### config.mk
export PLATFORM = sky130hd
export DESIGN_NAME = aes_dec_round_ctrl
export DESIGN_NICKNAME = d
export VERILOG_FILES = /design/src/rtl/aes_dec_round_ctrl.sv
export SDC_FILE = /design/constraint.sdc
export NUM_CORES = 1
export LEC_CHECK = 0
export CORE_AREA = 2 2 39 41
export DETAILED_ROUTE_END_ITERATION = 8
export DIE_AREA = 0 0 41 43
export GPL_TIMING_DRIVEN = 0
export PLACE_DENSITY = 0.79
export SLEW_MARGIN = 30
export SYNTH_ARGS = -nofsm -noshare
export SYNTH_HDL_FRONTEND = slang
export SYNTH_SLANG_ARGS = --single-unit
### constraint.sdc
create_clock -name clk -period 4.7 [get_ports clk]
set_input_delay 0.94 -clock clk [delete_from_list [all_inputs] [get_ports clk]]
set_output_delay 0.94 -clock clk [all_outputs]
set_load 0.01 [all_outputs]
### src/rtl/aes_dec_round_ctrl.sv
// Round sequencer for the iterative AES-128 inverse cipher: key index NR..0, one dp_go per round.
// Latency 1 + (NR+1)*(1+L) cycles accept->done for datapath ack latency L; dp_ack stalls the sequence indefinitely.
// Optional macro AES_DEC_TIMEOUT_EN adds a dp_ack watchdog (TIMEOUT cycles) with a sticky err flag.
module aes_dec_round_ctrl #(
  parameter int NR      = 10,
  parameter int KAW     = 4,
  parameter int TIMEOUT = 64
) (
  input  logic           clk,
  input  logic           rst_n,
  input  logic           start,
  input  logic           key_vld,
  input  logic           abort,
  input  logic           dp_ack,
  output logic           dp_go,
  output logic [1:0]     dp_op,
  output logic [KAW-1:0] key_addr,
  output logic           busy,
  output logic           done,
  output logic           err
);

  typedef enum logic [2:0] {
    S_IDLE  = 3'd0,
    S_INIT  = 3'd1,
    S_WAIT  = 3'd2,
    S_ROUND = 3'd3,
    S_DONE  = 3'd4,
    S_ERR   = 3'd5
  } state_t;

  localparam logic [1:0]     OP_ADDKEY = 2'b00;
  localparam logic [1:0]     OP_FULL   = 2'b01;
  localparam logic [1:0]     OP_LAST   = 2'b10;
  localparam logic [KAW-1:0] NR_K      = KAW'(NR);

  if (((2 ** KAW) <= NR) || (TIMEOUT < 1)) begin : g_bad_param
    $error("aes_dec_round_ctrl: KAW too narrow for NR or TIMEOUT < 1");
  end

  state_t         state, state_nxt;
  logic [KAW-1:0] r;
  logic           accept;
  logic           ack_hit;
  logic           timeout_hit;

  assign accept  = (state == S_IDLE) && start && key_vld && !abort;
  assign ack_hit = (state == S_WAIT) && dp_ack && !abort;

`ifdef AES_DEC_TIMEOUT_EN
  localparam int WCW = $clog2(TIMEOUT + 1);
  logic [WCW-1:0] wait_cnt;
  logic           err_q;

  // Counter rests at zero outside WAIT, so it is already clear on WAIT entry.
  assign timeout_hit = (state == S_WAIT) && !dp_ack && (wait_cnt == WCW'(TIMEOUT - 1));

  always_ff @(posedge clk) begin
    if (!rst_n) begin
      wait_cnt <= '0;
      err_q    <= 1'b0;
    end else begin
      if (state != S_WAIT)
        wait_cnt <= '0;
      else if (!dp_ack)
        wait_cnt <= wait_cnt + 1'b1;

      if (accept || abort)
        err_q <= 1'b0;
      else if (state_nxt == S_ERR)
        err_q <= 1'b1;
    end
  end

  assign err = err_q;
`else
  assign timeout_hit = 1'b0;
  assign err         = 1'b0;
`endif

  always_comb begin
    state_nxt = S_IDLE;
    dp_go     = 1'b0;
    busy      = 1'b0;
    done      = 1'b0;
    case (state)
      S_IDLE:  state_nxt = accept ? S_INIT : S_IDLE;
      S_INIT: begin
        state_nxt = S_WAIT;
        dp_go     = 1'b1;
        busy      = 1'b1;
      end
      S_WAIT: begin
        busy = 1'b1;
        if (dp_ack)
          state_nxt = (r == '0) ? S_DONE : S_ROUND;
        else if (timeout_hit)
          state_nxt = S_ERR;
        else
          state_nxt = S_WAIT;
      end
      S_ROUND: begin
        state_nxt = S_WAIT;
        dp_go     = 1'b1;
        busy      = 1'b1;
      end
      S_DONE: begin
        state_nxt = S_IDLE;
        done      = 1'b1;
      end
      S_ERR:   state_nxt = S_IDLE;
      default: state_nxt = S_IDLE;
    endcase
    if (abort)
      state_nxt = S_IDLE;
  end

  // key_addr/dp_op change only on the edge entering INIT or ROUND, so they hold through WAIT.
  always_ff @(posedge clk) begin
    if (!rst_n) begin
      state    <= S_IDLE;
      r        <= '0;
      key_addr <= '0;
      dp_op    <= OP_ADDKEY;
    end else begin
      state <= state_nxt;
      if (accept) begin
        r        <= NR_K;
        key_addr <= NR_K;
        dp_op    <= OP_ADDKEY;
      end else if (ack_hit && (r != '0)) begin
        r        <= r - KAW'(1);
        key_addr <= r - KAW'(1);
        dp_op    <= (r == KAW'(1)) ? OP_LAST : OP_FULL;
      end
    end
  end

endmodule

==> flow_summary.json, run 1 <==
{
  "wirelength_um": 1160,
  "crit_start": "state[0]",
  "diodes": 0,
  "drv_slew": 0,
  "syn_to_final_growth_pct": 35.1,
  "dp.cells": 86,
  "fillers": 142,
  "dieArea_um2": 1760,
  "cts.sinks": 9,
  "max_slew_margin": 0.486,
  "route.detailed.drc": 0,
  "root_buffer": "clkbuf_4",
  "die_w_um": 41,
  "setup-tns-final_ps": 0,
  "holdPathStages": 2,
  "die_h_um": 43,
  "fin_ws_ps": 2320,
  "vias_per_cell": 5.49,
  "cts_buffer_depth": 2,
  "path_class": "register to output port",
  "dr.pass1.iters": 4,
  "postCtsResizedCells": 0,
  "synth_seq_area_share": 0.358,
  "stdcell_area_um2": 679,
  "use_met1": 0.204,
  "grt_util_all_layers": 0.166,
  "rr_endpoint": "key_addr[1]",
  "rsz0062_at_grt": "false",
  "dr.first_iter.drc_count": 8,
  "ios": 16,
  "cts.reportedPaths.clkPinSlew_ps": 60,
  "synth.cell_area_um2": 503,
  "finalSetupViolCount": 0,
  "hpwl_um": 857,
  "min_period_ps": 2380,
  "worstPathArrival_ps": 1440,
  "final_cells": 90,
  "synth-seq-cells": 9,
  "clkLatencyLatePin_ps": 270,
  "final.setup_skew_ps": 0.296,
  "initial_core_util": 0.363,
  "synth_area_per_cell_um2": 8.82,
  "antenna_found_initial": 0,
  "met2_usage": 0.231,
  "gp_congestion": 0.750,
  "post-place-ws_ps": 2180,
  "finalHoldViolations": 0,
  "fin_nets": 83,
  "cp.required_ps": 3760,
  "min_to": "dp_op[1]",
  "port_buffers": 13,
  "rr_worst_depth": 5,
  "status": "finished, final reports clean",
  "grt_max_degree": 11,
  "min_from": "dp_op[1]",
  "hold_buffers": 0,
  "cts_tree": "yes",
  "r2r-start": "r[0]",
  "grt_pass1_wl_um": 1930,
  "yosysWarnings": 0,
  "htree_num_levels": 1,
  "rows": 14,
  "max_freq_mhz": 421,
  "met3_usage": 0.0524,
  "maxCapViolCount": 0,
  "top_usage_layer": "met2",
  "core_area_um2": 1380,
  "syn_inst": 57,
  "worstPathMaxFanout": 6,
  "post_cts_buffers": 0,
  "first_global_vias": 450,
  "tightestPinTransition_ps": 769,
  "place_area_um2": 653,
  "yosysUniqueCellTypes": 29,
  "rrSetupSlack_ps": 2860,
  "ir_worst_vdd_mv": 0.132,
  "num_vias": 494,
  "wl_per_cell_um": 12.9,
  "power.density_nw_per_um2": 240,
  "hold_path_class": "register to register",
  "numCtsBuffers": 3,
  "worstSetupEndpointType": "output port",
  "ant_nets": 0,
  "syn_nets": 65,
  "start_kind": "register",
  "post_route_cells_drive_above_1_share": 0.108,
  "fin_crit_sh": 0.506,
  "power.total_w": 0.000163,
  "power.leakage_nw": 0.249,
  "overflow": 0
}
placed cells by master (no fill, tap or decap), types with 2 or more instances in the layout:
| cell type | n |
|---|---|
| nand4_1 | 3 |
| or4_1 | 3 |
| o31ai_1 | 2 |
| ha_1 | 2 |
| clkdlybuf4s50_1 | 13 |
| nand2_1 | 2 |
| buf_2 | 2 |
| dfxtp_1 | 9 |
| nand2b_1 | 2 |
| a21boi_0 | 2 |
| nor3_1 | 2 |
| inv_1 | 3 |
| nor3b_1 | 2 |
| nor4_1 | 2 |
| o31a_1 | 2 |
| clkbuf_4 | 3 |
| a21oi_1 | 3 |
| nor2_1 | 3 |
worst max-delay path: stages, from the launching register on:
cell	delay, ps
dfxtp_1	360
nor2_1	140
and2_1	130
clkdlybuf4s50_1	530
worst max path at each step:
stage / endpoint / cells after the start
after floorplan: key_addr[3] / 4
after global placement: dp_op[0] / 4
after detailed placement: dp_op[0] / 4
after CTS: done / 3
after global routing: done / 3
final: done / 3
registers in the layout (all words and copies together), names as in the netlist:
name	cells
state	3
key_addr	2
r	2
dp_op	2
layout make-up:
cell class	instances	area [um^2]	share of cell area
Sequential cell	9	180	0.265
Inverter	3	11.3	0.0166
Clock buffer	4	26.3	0.0387
Tap cell	16	20.0	0.0295
Buffer	3	17.5	0.0258
Timing Repair Buffer	13	130	0.192
Multi-Input combinational cell	42	294	0.433
kinds of logic after synthesis:
family / after synthesis / synth area share
flops: 9 / 0.358
other cells: 1 / 0.00746
simple gates: 25 / 0.318
buf+inv: 6 / 0.0572
fa+ha+maj: 2 / 0.0497
compound gates: 14 / 0.209
cell usage after synthesis (all sizes together):
library cell  count  share of area
nand4bb           1          0.022
a21boi            2          0.030
dfxtp             9           0.36
nor4bb            1          0.020
or2               1          0.012
o311a             1          0.020
o21ai             1         0.0099
and2              1          0.012
o41ai             1          0.017
nand2b            2          0.025
buf               3          0.035
conb              1         0.0075
o2111a            1          0.022
nand4             3          0.037
nor3              2          0.020
o21a              1          0.015
or3b              1          0.017
nor2              3          0.022
o31a              2          0.035
nand2             2          0.015
nor3b             2          0.030
or4               3          0.045
o31ai             2          0.030
inv               3          0.022
ha                2          0.050
and2b             1          0.015
a21oi             3          0.030
nor4              2          0.025
metal layers:
| layer | part of all wire | wire length (um) | vias to the layer above |
|---|---|---|---|
| li1 | - | - | 253 |
| met1 | 0.49 | 572 | 224 |
| met2 | 0.43 | 501 | 14 |
| met3 | 0.048 | 56 | 3 |
| met4 | 0.026 | 30 | 0 |
| met5 | 0 | 0 | - |
power breakdown:
part           switching, W  internal (W)
sequential       0.00000141     0.0000774
combinational     0.0000104     0.0000105
clock             0.0000306     0.0000330
total             0.0000425      0.000121
metrics by stage:
stage          utilization  hold slack, ps
2_1_floorplan            -             493
5_1_grt              0.491             514
4_1_cts              0.491             479
3_3_place_gp         0.472             468
3_5_place_dp         0.472             466
6_report             0.491             480
(Power assumes the default switching activity.)
==> run 2: changes to the inputs <==
==> constraint.sdc (replaced) <==
create_clock -name clk -period 2.25 [get_ports clk]
set_input_delay 0.45 -clock clk [delete_from_list [all_inputs] [get_ports clk]]
set_output_delay 0.45 -clock clk [all_outputs]
set_load 0.01 [all_outputs]
==> results of run 2 <==
Same layout as run 1 (identical final DEF). Status: finished, final reports clean.
Main changes from that run: setup slack after placement 2180 ps -> 224 ps; setup slack after layout 2320 ps -> 363 ps; register-to-register setup slack 2860 ps -> 410 ps; total power 0.000163 W -> 0.000341 W; worst IR drop on VDD 0.132 mV -> 0.276 mV
